**src/rtl/display_scan_ctrl.sv**
```systemverilog
// Time-multiplexed hex display scanner with a one-entry pending buffer that is
// swapped into the display register only at frame boundaries. Optional macro: LEADING_ZERO_BLANK_EN.
module display_scan_ctrl #(
  parameter int NUM_DIGITS = 8,
  parameter int SCAN_DIV   = 50000
) (
  input  logic                    i_clk,
  input  logic                    i_rst_n,
  input  logic [4*NUM_DIGITS-1:0] i_data_in,
  input  logic                    i_data_valid,
  output logic                    o_data_ready,
  output logic [3:0]              o_seg_val,
  output logic [NUM_DIGITS-1:0]   o_digit_sel,
  output logic                    o_frame_done
);

  localparam int IW = (NUM_DIGITS > 1) ? $clog2(NUM_DIGITS) : 1;
  localparam int PW = $clog2(SCAN_DIV);
  localparam logic [IW-1:0] LAST_IDX = IW'(NUM_DIGITS - 1);
  localparam logic [PW-1:0] LAST_PRE = PW'(SCAN_DIV - 1);

  logic [PW-1:0]           r_pre;
  logic [IW-1:0]           r_idx;
  logic [4*NUM_DIGITS-1:0] r_disp;
  logic [4*NUM_DIGITS-1:0] r_pend;
  logic                    r_ready;

  logic                    w_tick;
  logic                    w_boundary;
  logic [3:0]              w_seg;
  logic [NUM_DIGITS-1:0]   w_sel;

  assign w_tick     = (r_pre == LAST_PRE);
  assign w_boundary = w_tick && (r_idx == LAST_IDX);

  // r_ready doubles as the "pending buffer empty" flag
  always_ff @(posedge i_clk or negedge i_rst_n) begin
    if (!i_rst_n) begin
      r_pre   <= '0;
      r_idx   <= '0;
      r_disp  <= '0;
      r_pend  <= '0;
      r_ready <= 1'b1;
    end else begin
      r_pre <= w_tick ? '0 : r_pre + PW'(1);
      if (w_tick)
        r_idx <= (r_idx == LAST_IDX) ? '0 : r_idx + IW'(1);
      if (w_boundary && !r_ready) begin
        r_disp  <= r_pend;
        r_ready <= 1'b1;
      end else if (r_ready && i_data_valid) begin
        r_pend  <= i_data_in;
        r_ready <= 1'b0;
      end
    end
  end

  always_comb begin
    w_seg = '0;
    w_sel = '0;
    for (int k = 0; k < NUM_DIGITS; k++) begin
      if (r_idx == IW'(k)) begin
        w_seg    = r_disp[4*k +: 4];
        w_sel[k] = 1'b1;
      end
    end
  end

`ifdef LEADING_ZERO_BLANK_EN
  logic [IW-1:0] w_msd;

  // Highest nonzero nibble; stays 0 for an all-zero value so digit 0 is always lit
  always_comb begin
    w_msd = '0;
    for (int k = 0; k < NUM_DIGITS; k++) begin
      if (r_disp[4*k +: 4] != 4'h0)
        w_msd = IW'(k);
    end
  end

  assign o_digit_sel = (r_idx <= w_msd) ? w_sel : '0;
`else
  assign o_digit_sel = w_sel;
`endif

  assign o_seg_val    = w_seg;
  assign o_data_ready = r_ready;
  assign o_frame_done = w_boundary;

endmodule

```
**config.mk**
```make
export PLATFORM = sky130hd
export DESIGN_NAME = display_scan_ctrl
export DESIGN_NICKNAME = d
export VERILOG_FILES = /design/src/rtl/display_scan_ctrl.sv
export SDC_FILE = /design/constraint.sdc
export NUM_CORES = 1
export LEC_CHECK = 0
export BUFFER_PORTS_ARGS = -buffer_cell sky130_fd_sc_hd__clkbuf_2
export CAP_MARGIN = 10
export CORE_ASPECT_RATIO = 0.8
export CORE_UTILIZATION = 45
export DETAILED_ROUTE_END_ITERATION = 7
export GPL_TIMING_DRIVEN = 0
export PLACE_DENSITY = 0.71
export SYNTH_ARGS = -nofsm -noshare
export SYNTH_HDL_FRONTEND = slang
export SYNTH_SLANG_ARGS = --single-unit
```
**constraint.sdc**
```tcl
create_clock -name i_clk -period 4 [get_ports i_clk]
set_input_delay 0.2 -clock i_clk [delete_from_list [all_inputs] [get_ports i_clk]]
set_output_delay 0.2 -clock i_clk [all_outputs]
set_load 0.005 [all_outputs]
```
Word-level counts from Yosys, hierarchy flattened
Index checks and enable logic that the tools add are counted.

Multiplexer cells: 20. Bitwise operators: 1. Reduce and logical (&&, ||, !) cells: 7. $add $sub $neg: 2. Eq/ne operators: 8.

Operators with widths (number): $mux 4 (8); $add 16x1->16 const B (1); $eq 16x16->1 const B (1); $mux 16 (1); $eq 3x3->1 const B (4); $mux 1 (10); $eq 3x2->1 const B (2); $add 3x1->3 const B (1); $eq 3x1->1 const B (1); $logic_and 1x1->1 (3); $logic_not 3->1 (1); $mux 3 (1); $reduce_and 2->1 (1); $reduce_bool 2->1 (1); $logic_not 1->1 (1); $not 1->1 (1).

Input port bits: 35. Output and inout bits: 14. Register bits: 84.

Logic depth before layout (Yosys ltp)
Gate-level depths: netlist of the first run.

Word-level depth: 9. Mapped depth: 8. Mapped depth without buffers: 6.

Least setup slack after synthesis of the first run
No wires, ideal clock.

Path kind: reg2reg. Start: register r_pre[0]. End: register r_disp[11]. Cell stages (with the launch flop): 9. Arrival time: 1.868 ns. Clock period less this slack: 1.993 ns. Path buffers: 3. Data required time: 3.875 ns. Setup time: 0.125 ns. Setup slack: 2.007 ns. Cell sequence: dfrtp_1 -> ha_1 -> and3_1 -> and4_1 -> buf_6 -> and3b_1 -> buf_6 -> buf_12 -> mux2_4.

Longest elaborated chain between the ends: 3.

Ends and longest elaborated chain: start, declared (RTL line 22) `logic [PW-1:0] r_pre;`; start signal, assigned (RTL line 45) `r_pre <= w_tick ? '0 : r_pre + PW'(1);`; $eq 16x16->1 (RTL line 33) `assign w_tick = (r_pre == LAST_PRE);`; $logic_and 1x1->1 (RTL line 34) `assign w_boundary = w_tick && (r_idx == LAST_IDX);`; $logic_and 1x1->1 (RTL line 48) `if (w_boundary && !r_ready) begin`; end signal, assigned (RTL line 49) `r_disp <= r_pend;`; end, declared (RTL line 24) `logic [4*NUM_DIGITS-1:0] r_disp;`.

Every way passes these cells. A chain may end at the register's enable or synchronous reset.

Worst setup path in the final report of the first run
Start: register r_idx[2]. End: output o_seg_val[3].

Longest elaborated chain between the ends: 9. Elaborated cells on any way between the ends: 16. Those cells by class: 7 x eq/ne; 8 x mux; 1 x reduce/logical.

Ends and longest elaborated chain: start, declared (RTL line 23) `logic [IW-1:0] r_idx;`; start signal, assigned (RTL line 47) `r_idx <= (r_idx == LAST_IDX) ? '0 : r_idx + IW'(1);`; $logic_not 3->1 (RTL line 62) `if (r_idx == IW'(k)) begin`; $mux 4 (7 in series) (RTL line 62); $mux 4 * (RTL line 62); end, declared (RTL line 12) `output logic [3:0] o_seg_val,`.

Mark *: on every way between the ends. The rest lies on a longest branch, timed or not.

==> results of run 1 <==
## kinds of logic after synthesis
family	after synthesis	share of synthesized area (%)
adders and majority gates	7	2.25
AOI/OAI and AO/OA	32	5.89
muxes	64	21.3
and+or+nand+nor	67	10.2
buffers and inverters	19	3.48
DFF	84	54.1
xor gates and xnor gates	12	2.70
## through the flow
| step | setup slack [ns] | std cells |
|---|---|---|
| after global placement | 1.49 | 441 |
| after floorplan | 2.01 | 285 |
| after CTS | 1.05 | 458 |
| after detailed placement | 1.47 | 442 |
| after global routing | 0.810 | 458 |
| final | 1.02 | 458 |
## worst max path at each step
stage / cells past startpoint / start / slack [ns] / endpoint
after floorplan: 8 / r_pre[0] / 2.01 / r_disp[11]
final: 8 / r_idx[2] / 1.02 / o_seg_val[3]
after detailed placement: 8 / r_idx[2] / 1.47 / o_seg_val[1]
after global placement: 8 / r_idx[2] / 1.49 / o_seg_val[1]
after global routing: 8 / r_idx[2] / 0.81 / o_seg_val[1]
after CTS: 8 / r_idx[2] / 1.05 / o_seg_val[1]
## final cells by class
| cell class | instances | area share (%) |
|---|---|---|
| Clock inverter | 5 | 2.75 |
| Timing Repair Buffer | 50 | 6.00 |
| Sequential cell | 84 | 46.3 |
| Clock buffer | 10 | 2.81 |
| Inverter | 5 | 0.413 |
| Multi-Input combinational cell | 182 | 36.2 |
| Buffer | 14 | 2.56 |
| Tap cell | 108 | 2.97 |
## cell usage after synthesis
library cell | n | area share, %
a21o_1 | 1 | 0.19
mux2_2 | 35 | 10
nand4_1 | 4 | 0.64
ha_1 | 7 | 2.3
and4bb_1 | 1 | 0.32
a221o_1 | 8 | 2.1
inv_1 | 5 | 0.48
o2111ai_1 | 4 | 0.90
o21ai_0 | 8 | 1.0
and3b_1 | 1 | 0.23
and2_1 | 4 | 0.64
clkbuf_1 | 6 | 0.58
a31oi_1 | 4 | 0.64
o31ai_1 | 1 | 0.19
or2_2 | 1 | 0.16
a22o_1 | 1 | 0.23
buf_6 | 2 | 0.58
dfstp_2 | 1 | 0.68
nor4b_2 | 1 | 0.39
nand3_1 | 5 | 0.64
nor2b_1 | 15 | 2.4
and4_1 | 5 | 1.1
xnor2_1 | 6 | 1.4
dfrtp_1 | 83 | 53
nor2_1 | 13 | 1.3
nand3b_1 | 1 | 0.19
mux2_4 | 29 | 11
nor4bb_1 | 1 | 0.26
nand2b_1 | 4 | 0.64
nor3_1 | 1 | 0.13
buf_1 | 3 | 0.29
and3_1 | 3 | 0.48
a21oi_1 | 5 | 0.64
buf_12 | 3 | 1.5
nand2_1 | 7 | 0.68
xor2_1 | 6 | 1.4
## metal layers
layer	global-route usage, %	share of wire (%)	vias up
met2	27.0	44	81
met1	27.3	49	1212
met3	5.68	6.4	9
met5	0	0	-
li1	-	-	1144
met4	6.31	1.3	0
## where the power goes
part,switching [mW],internal [mW],total [mW]
combinational,0.0208,0.0147,0.0355
clock,0.286,0.473,0.759
sequential,0,0.848,0.848
total,0.307,1.34,1.64
## registers in the layout, indices dropped and copies added, names as in the netlist
name / flops
o_data_ready: 1
r_disp: 32
r_idx: 3
r_pend: 32
r_pre: 16
## layout by cell type (no fill, tap or decap), types with 2 or more instances in the layout
cell type / netlist / routed
nand3_1: 5 / 5
mux2_2: 35 / 35
buf_12: 3 / 4
o2111ai_1: 4 / 4
a221o_1: 8 / 8
mux2_4: 29 / 29
bufinv_16: 0 / 4
ha_1: 7 / 7
nand4_1: 4 / 4
a31oi_1: 4 / 4
clkbuf_2: 0 / 47
and4_1: 5 / 5
and3_1: 3 / 3
dfrtp_1: 83 / 83
nand2b_1: 4 / 4
and2_1: 4 / 4
nand2_1: 7 / 7
nor2_1: 13 / 13
clkbuf_1: 6 / 7
xnor2_1: 6 / 6
o21ai_0: 8 / 8
nor2b_1: 15 / 15
inv_1: 5 / 5
a21oi_1: 5 / 5
clkbuf_8: 0 / 9
buf_6: 2 / 2
xor2_1: 6 / 6
buf_1: 3 / 3
## worst max-delay path, stage by stage (launching register included)
cell,delay (ns)
dfrtp_1,0.49
clkbuf_1,0.29
inv_1,0.11
ha_1,0.31
inv_1,0.15
o31ai_1,0.46
o2111ai_1,0.21
a21oi_1,0.23
clkbuf_2,0.15
==> results.md, run 1 <==
* Leakage at 2.26 nW
* Hold Crit Endpoint: r_pend[18]
* Initial DRC count at 144
* Reg2reg start: r_pre[0]
* Antenna violations before repair at 0
* CTS Root Cell: clkbuf_8
* Final setup viols at 0
* I/O Pins at 49
* Core Rows at 29
* Fin util at 55.7%
* Register Area at 2100 µm²
* Post-synth net total at 327
* DR WL/cell at 16.6 µm
* Placer Congestion at 0.791
* DRT Pass-1 Iters at 4
* Vias per cell at 5.34
* Cts bufs inserted at 9
* Crit start category: flop
* Clk buf depth at 2
* Critical Path AT at 2.78 ns
* Postcts setup bufs at 0
* Register area share after synthesis at 54.1%
* Synthesized cell area at 3890 µm²
* Hold path start: i_data_in[18]
* Die ar. at 9010 µm²
* Hold Path Cell Cnt at 2
* Clock Skew at 0.0113 ns
* Final nets at 388
* Reg2reg path depth at 8
* Unrepaired setup endpoints after global routing: false
* Cells after Synth at 285
* Fin crit share at 74.4%
* CTS Hold Buffers Added at 1
* Dpl cell area at 4280 µm²
* Clk Latency, worst-skew pair at 0.36 ns
* Slew HR at 54.8%
* Slew @ Worst Pin at 0.678 ns
* Power per cell area at 361 nW/µm²
* Crit-path max FO at 10
* Dpl hpwl at 5.48 mm
* Via count at 2446
* Final Max Tran Viols at 0
* Avg Inst Size Synth at 13.6 µm²
* Power Total at 1.64 mW
* Area of the multi-input gates at 1650 µm²
* FF-to-FF End: r_disp[0]
* Fill count at 681
* Drt drc at 0
* Crit. End Element: output pin
* Max_cap viols at 0
* DIE WIDTH at 106 µm
* Worst hold slack at 0.0683 ns
* Vias in the first global route at 2460
* Design Area, Final at 4550 µm²
* Initial core utilization at 47.6%
* Die H at 85.1 µm
* Count of cell types in the netlist at 36
* Status: finished clean
* Worst Path Required at 3.80 ns
* Hold/Removal Path Class: primary input to flop
* P&R area growth vs syn at 17.0%
* CTS tree: yes
* Total track usage at 18.9%
* Max Clk Rate at 0.336 GHz
* Worst setup path class: flop to output pin
* Clock sinks at 84
* CTS H-Tree Depth at 3
* I/O Buffers at 48
* Post-DRT Antenna Nets at 0
* Detailed Route WL at 7.60 mm
* Share of cells above drive strength 1 at 38.6%
* Fin crit period at 2.98 ns
* CTS resizes at 0
* Warnings from Yosys at 0
* #FFs+latches synth at 84
* First-pass GRT wire length at 12.7 mm
* Setup_tns at 0 ns
* Ant diodes at 0
* Peak VDD IR at 0.253 mV
* Final Hold Viols at 0
* Reg2Reg Setup Slack at 1.77 ns
* Largest net degree at the start of global routing at 50
* CTS clk-pin slew, worst paths at 0.08 ns
* Core Area at 8160 µm²
* Gr ovfl total at 0
No activity file was read; power rests on OpenSTA's default activity.
==> run 2, diff against run 1 <==
--- a/config.mk
+++ b/config.mk
@@ -11,7 +11,7 @@
 export CORE_UTILIZATION = 45
 export DETAILED_ROUTE_END_ITERATION = 7
 export GPL_TIMING_DRIVEN = 0
-export PLACE_DENSITY = 0.71
+export PLACE_DENSITY = 0.73
 export SYNTH_ARGS = -nofsm -noshare
 export SYNTH_HDL_FRONTEND = slang
 export SYNTH_SLANG_ARGS = --single-unit
==> constraint.sdc (replaced) <==
create_clock -name i_clk -period 2.41 [get_ports i_clk]
set_input_delay 0.1205 -clock i_clk [delete_from_list [all_inputs] [get_ports i_clk]]
set_output_delay 0.1205 -clock i_clk [all_outputs]
set_load 0.005 [all_outputs]
==> results.md, run 2 (synthesized netlist as in run 1, its figures left out) <==
* Die ar. at 9010 µm² (unchanged)
* Clock sinks at 84 (unchanged)
* Fin crit period at 2.34 ns
* First-pass GRT wire length at 12.9 mm (+1.6%)
* Vias per cell at 5.17 (-3.2%)
* P&R area growth vs syn at 25.5%
* I/O Buffers at 48 (unchanged)
* Die H at 85.1 µm (unchanged)
* Power per cell area at 505 nW/µm² (+40%)
* Power Total at 2.47 mW (+50%)
* Reg2Reg Setup Slack at 0.19 ns (-1.58 ns)
* Fin crit share at 97.0%
* Hold/Removal Path Class: primary input to flop
* Final setup viols at 0 (unchanged)
* Largest net degree at the start of global routing at 54 (+8.0%)
* Fin util at 59.8% (+4.1 points)
* I/O Pins at 49 (unchanged)
* Slew HR at 62.3% (+7.5 points)
* Slew @ Worst Pin at 0.566 ns (-0.112 ns)
* Setup ws final at 0.0724 ns (-0.951 ns)
* Max Clk Rate at 0.428 GHz
* Crit start category: flop
* Worst setup path class: flop to output pin
* Crit. End Element: output pin
* Design Area, Final at 4880 µm² (+7.3%)
* Final nets at 421 (+8.5%)
* Dpl hpwl at 5.44 mm (-0.72%)
* Critical Path AT at 2.22 ns (-0.56 ns)
* CTS H-Tree Depth at 3 (unchanged)
* CTS clk-pin slew, worst paths at 0.08 ns (about the same)
* CTS Root Cell: clkbuf_8
* Gr ovfl total at 0 (unchanged)
* Status: finished clean
* Final Max Tran Viols at 0 (unchanged)
* Max_cap viols at 0 (unchanged)
* Clock Skew at 0.00885 ns (-0.00243 ns)
* Final Hold Viols at 0 (unchanged)
* Commonest cells after routing, fill and taps aside: 82 x dfrtp_1, 48 x clkbuf_2, 35 x mux2_2
* Via count at 2539 (+3.8%)
* Worst hold slack at 0.0108 ns (-0.0576 ns)
* Drt drc at 0 (unchanged)
* Placer Congestion at 0.833 (+5.2%)
* Crit-path max FO at 7 (-3)
* Core Area at 8160 µm² (unchanged)
* Dpl cell area at 4290 µm² (+0.18%)
* Total track usage at 19.2% (+0.37 points)
* Clk buf depth at 2 (unchanged)
* Vias in the first global route at 2560 (+4.1%)
* Initial DRC count at 104 (-28%)
* Core Rows at 29 (unchanged)
* DR WL/cell at 16.1 µm (-3.1%)
* Cells after DPL at 442 (unchanged)
* Largest regs: r_disp: 32 flops, r_pend: 32 flops, r_pre: 16 flops
* Share of cells above drive strength 1 at 38.6% (+0.071 points)
* Leakage at 2.39 nW (+5.5%)
* Worst Path Required at 2.29 ns (-1.51 ns)
* Ant diodes at 0 (unchanged)
* Initial core utilization at 47.6% (unchanged)
* Clk Latency, worst-skew pair at 0.36 ns (about the same)
* Cts bufs inserted at 9 (unchanged)
* Peak VDD IR at 0.303 mV (+20%)
* Post-DRT Antenna Nets at 0 (unchanged)
* DIE WIDTH at 106 µm (unchanged)
* Pre-CTS WS at -0.0348 ns (-1.50 ns)
* Fin cells at 491 (+7.2%)
* Most common cell after layout, fill and taps aside: dfrtp_1
* Setup_tns at 0 ns (unchanged)
* Antenna violations before repair at 0 (unchanged)
* CTS tree: yes
* DRT Pass-1 Iters at 4 (unchanged)
* Detailed Route WL at 7.89 mm (+3.9%)
## run 2: cell types whose count changed in the layout (fill, tap and decap cells not counted), moves of 2 or more
cell / change
ha_1: -4
ha_4: +2
dlygate4sd3_1: +31
bufinv_16: -3
clkbuf_1: -2
buf_4: +4
ha_2: +2
## run 2: critical path, stage by stage (launching register included)
cell,delay [ns]
dfrtp_1,0.43
ha_2,0.23
ha_4,0.19
or2_2,0.34
a221o_1,0.32
o2111ai_1,0.11
a21oi_1,0.11
clkbuf_2,0.13
## run 2: final cells by class
| type | count | area [µm²] |
|---|---|---|
| fill | 652 | 3290 |
| sequential | 84 | 2100 |
| multi-input combinational | 182 | 1700 |
| timing repair buffer | 83 | 606 |
| clock buffer | 13 | 149 |
| tap | 108 | 135 |
| buffer | 14 | 129 |
| clock inverter | 2 | 35.0 |
| inverter | 5 | 18.8 |
## run 2: path summary, 6_finish.rpt
path                               start      endpoint  depth (start not counted)
max reg2reg                     r_pre[0]     r_disp[3]                          8
min reg2reg                   r_pend[22]    r_disp[22]                          1
max                             r_idx[0]  o_seg_val[0]                          7
max in group asynchronous        i_rst_n      r_idx[2]                          3
min                        i_data_in[30]    r_pend[30]                          2
min in group asynchronous        i_rst_n     r_pend[5]                          2
## run 2: metal layers
metal	up-vias	routed length [µm]	GRT usage [%]
met5	-	0	0
met4	0	78	5.56
met3	9	286	6.22
met2	52	3580	28.6
met1	1274	3950	27.0
li1	1204	-	-
## run 2: power by group
part	internal, mW	leakage (nW)	switching, mW
logic	0.0582	1.14	0.0418
clock network	0.501	0.0935	0.456
registers	1.41	1.15	0
total	1.97	2.39	0.497
## run 2: what timing repair did
action | 4_1_cts | 5_1_grt
pin swaps | 0 | 2
endpoints found under the hold margin | 60 | 1
buffers inserted | 1 | 1
resized for setup | 8 | 16
hold buffers | 31 | 1
endpoints found under the setup margin | 4 | 4
==> run 3, diff against run 2 <==
--- a/config.mk
+++ b/config.mk
@@ -5,6 +5,7 @@
 export SDC_FILE = /design/constraint.sdc
 export NUM_CORES = 1
 export LEC_CHECK = 0
+export ABC_AREA = 1
 export BUFFER_PORTS_ARGS = -buffer_cell sky130_fd_sc_hd__clkbuf_2
 export CAP_MARGIN = 10
 export CORE_ASPECT_RATIO = 0.8
==> results.md, run 3 <==
* Cts bufs inserted at 9 (unchanged)
* #FFs+latches synth at 84 (unchanged)
* Power Total at 3.06 mW (+24%)
* Final setup viols at 0 (unchanged)
* Reg2reg path depth at 5 (-3)
* Fin crit share at 93.9% (-3.1 points)
* Critical-path top delay cell: dfrtp_1
* Die ar. at 9030 µm² (+0.13%)
* Crit. End Element: output pin
* Core Area at 8160 µm² (unchanged)
* Drt drc at 0 (unchanged)
* Ys async rst share at 100% (unchanged)
* Vias per cell at 4.71 (-8.8%)
* Slew @ Worst Pin at 0.588 ns (+0.0219 ns)
* Core Rows at 29 (unchanged)
* Worst setup path class: flop to output pin
* Clk Latency, worst-skew pair at 0.36 ns (about the same)
* Largest area contributor in the netlist: dfrtp_1
* Synth top area share at 53.4% (-0.069 points)
* FF-to-FF End: r_pend[1]
* Vias in the first global route at 3203 (+25%)
* Peak VDD IR at 0.414 mV (+37%)
* Register area share after synthesis at 54.1% (-0.070 points)
* Fill count at 756 (+16%)
* Post-DRT Antenna Nets at 0 (unchanged)
* Max Clk Rate at 0.442 GHz (+3.4%)
* Worst Path Required at 2.29 ns (about the same)
* Post-synth EDFFs at 0 (unchanged)
* Slew HR at 60.8% (-1.5 points)
* Most frequent cells after synthesis: 152 x nand2_1, 83 x dfrtp_1, 77 x inv_1
* Reg2reg start: o_data_ready
* Ant diodes at 0 (unchanged)
* CTS clk-pin slew, worst paths at 0.08 ns (about the same)
* Share of cells above drive strength 1 at 15.4% (-23 points)
* Power per cell area at 630 nW/µm² (+25%)
* Clock Skew at 0.00752 ns (-0.00134 ns)
* Fin cells at 692 (+41%)
* Antenna violations before repair at 0 (unchanged)
* Post-synth net total at 528 (+61%)
* Cells after Synth at 486 (+71%)
* Final Max Tran Viols at 0 (unchanged)
* P&R area growth vs syn at 25.0%
* Crit-path most repeated cell: nand2_1
* Placer Congestion at 0.778 (-6.6%)
* Crit-path max FO at 8 (+1)
* Detailed Route WL at 8.24 mm (+4.4%)
* Synthesized cell area at 3890 µm² (+0.13%)
* First-pass GRT wire length at 14.4 mm (+12%)
* Clk buf depth at 2 (unchanged)
* Critical Path AT at 2.14 ns (-0.08 ns)
* Most common cell after layout, fill and taps aside: nand2_1
* Max_cap viols at 0 (unchanged)
* DRT Pass-1 Iters at 4 (unchanged)
* Via count at 3262 (+28%)
* DR WL/cell at 11.9 µm (-26%)
* Initial core utilization at 47.7% (+0.061 points)
* CTS tree: yes
* Gr ovfl total at 0 (unchanged)
* Final Hold Viols at 0 (unchanged)
* Fin crit period at 2.26 ns (-0.0758 ns)
* I/O Pins at 49 (unchanged)
* Dpl hpwl at 5.78 mm (+6.2%)
* Final nets at 621 (+48%)
* Die H at 85.2 µm (about the same)
* Warnings from Yosys at 0 (unchanged)
* Commonest cells after routing, fill and taps aside: 152 x nand2_1, 83 x dfrtp_1, 75 x inv_1
* Cells after DPL at 643 (+45%)
* CTS Root Cell: clkbuf_8
* Count of cell types in the netlist at 27 (-25%)
* I/O Buffers at 48 (unchanged)
* Initial DRC count at 76 (-27%)
* CP peak stage delay at 0.39 ns (-0.04 ns)
* Reg2Reg Setup Slack at 0.47 ns (+0.28 ns)
* Worst hold slack at 0.275 ns (+0.264 ns)
* Largest net degree at the start of global routing at 52 (-3.7%)
* Synth area leaders: dfrtp_1 53%, nand2_1 15%, inv_1 7.4%
* Leakage at 2.50 nW (+4.9%)
* Largest regs: r_disp: 32 flops, r_pend: 32 flops, r_pre: 16 flops
* Hold/Removal Path Class: primary input to async pin
* Status: finished clean
* Crit start category: flop
* CTS H-Tree Depth at 3 (unchanged)
* Most numerous cell in the Yosys netlist: nand2_1
* Unrepaired setup endpoints after global routing: true
* Total track usage at 20.5% (+1.3 points)
* Clock sinks at 84 (unchanged)
* Main synth FF type: dfrtp_1
* Worst path cell trace: buf_2 -> inv_1 -> ha_2 -> inv_1 -> or2_2 -> nand2_1 -> nand2_1 -> nand2_1 -> nand2_1 -> nand2_1 -> nand2_1 -> clkbuf_2
* DIE WIDTH at 106 µm (about the same)
* Avg Inst Size Synth at 8.01 µm² (-41%)
-- run 3: changes by cell type after synthesis, sizes merged, moves of 4 or more --
cell / previous run / this run
a221o: 8 / 0
and2: 4 / 0
and4: 5 / 0
inv: 5 / 79
mux2: 64 / 0
nand2: 7 / 154
nand2b: 4 / 0
nor2: 13 / 38
nor2b: 15 / 0
nor3: 1 / 8
o2111ai: 4 / 0
o21ai: 8 / 70
xnor2: 6 / 0
-- run 3: cells by family (layout without fill, tap and decap cells) --
logic type / Yosys count / in the layout / synth area share (%)
buf+inv: 95 / 193 / 9.39
xor+xnor: 4 / 4 / 0.900
fa+ha+maj: 7 / 7 / 2.25
simple gates: 220 / 220 / 23.6
flops: 84 / 84 / 54.1
compound gates: 76 / 76 / 9.81
-- run 3: worst max-delay path by stage --
stage,start,end,slack [ns]
2_1_floorplan,r_idx[1],o_seg_val[0],0.84
6_report,r_idx[2],o_seg_val[3],0.15
3_3_place_gp,i_rst_n,r_pend[27],0.38
3_5_place_dp,r_idx[1],o_seg_val[3],0.45
5_1_grt,r_idx[1],o_seg_val[0],-0.002
4_1_cts,r_idx[1],o_seg_val[3],0.04
-- run 3: critical path: cells and delay by family (launching register included) --
| family | cells | cell delay, ns |
|---|---|---|
| simple gates | 7 | 0.69 |
| buf+inv | 4 | 0.49 |
| fa+ha+maj | 1 | 0.22 |
| flops | 1 | 0.39 |
-- run 3: final cells by class --
class | instances | area [µm²] | area share (%)
timing repair buffer | 82 | 601 | 12.4
inverter | 80 | 304 | 6.25
clock inverter | 6 | 88.8 | 1.83
buffer | 15 | 65.1 | 1.34
tap | 108 | 135 | 2.78
clock buffer | 10 | 128 | 2.62
multi-input combinational | 307 | 1440 | 29.6
sequential | 84 | 2100 | 43.3
-- run 3: repair_timing --
item	CTS	global route
setup buffers	0	0
gates resized for setup	0	7
hold buffers	33	0
endpoints found under the hold margin	65	0
setup endpoints to repair	0	5
-- run 3: power breakdown --
| group | total, mW | switching (mW) | internal, mW | leakage, nW |
|---|---|---|---|---|
| registers | 1.63 | 0.0477 | 1.59 | 1.11 |
| clock network | 1.09 | 0.505 | 0.583 | 0.102 |
| logic | 0.339 | 0.205 | 0.134 | 1.29 |
| total | 3.06 | 0.759 | 2.30 | 2.50 |
-- run 3: layer usage --
layer | global-route usage, % | vias up | share of wire, %
met5 | 0 | - | 0
met4 | 4.55 | 0 | 0.72
met3 | 6.07 | 7 | 4.2
met2 | 32.3 | 61 | 44
met1 | 28.3 | 1517 | 51
li1 | - | 1677 | -
-- run 3: per-stage QoR --
stage	setup TNS, ns	worst slack, ns	cell area, µm²	utilization (%)
after floorplan	0	0.835	3890	-
after global placement	0	0.375	4270	52.3
after detailed placement	0	0.449	4300	52.6
after CTS	0	0.0372	4840	59.3
after global routing	-0.00216	-0.00216	4860	59.6
final	0	0.148	4860	59.6
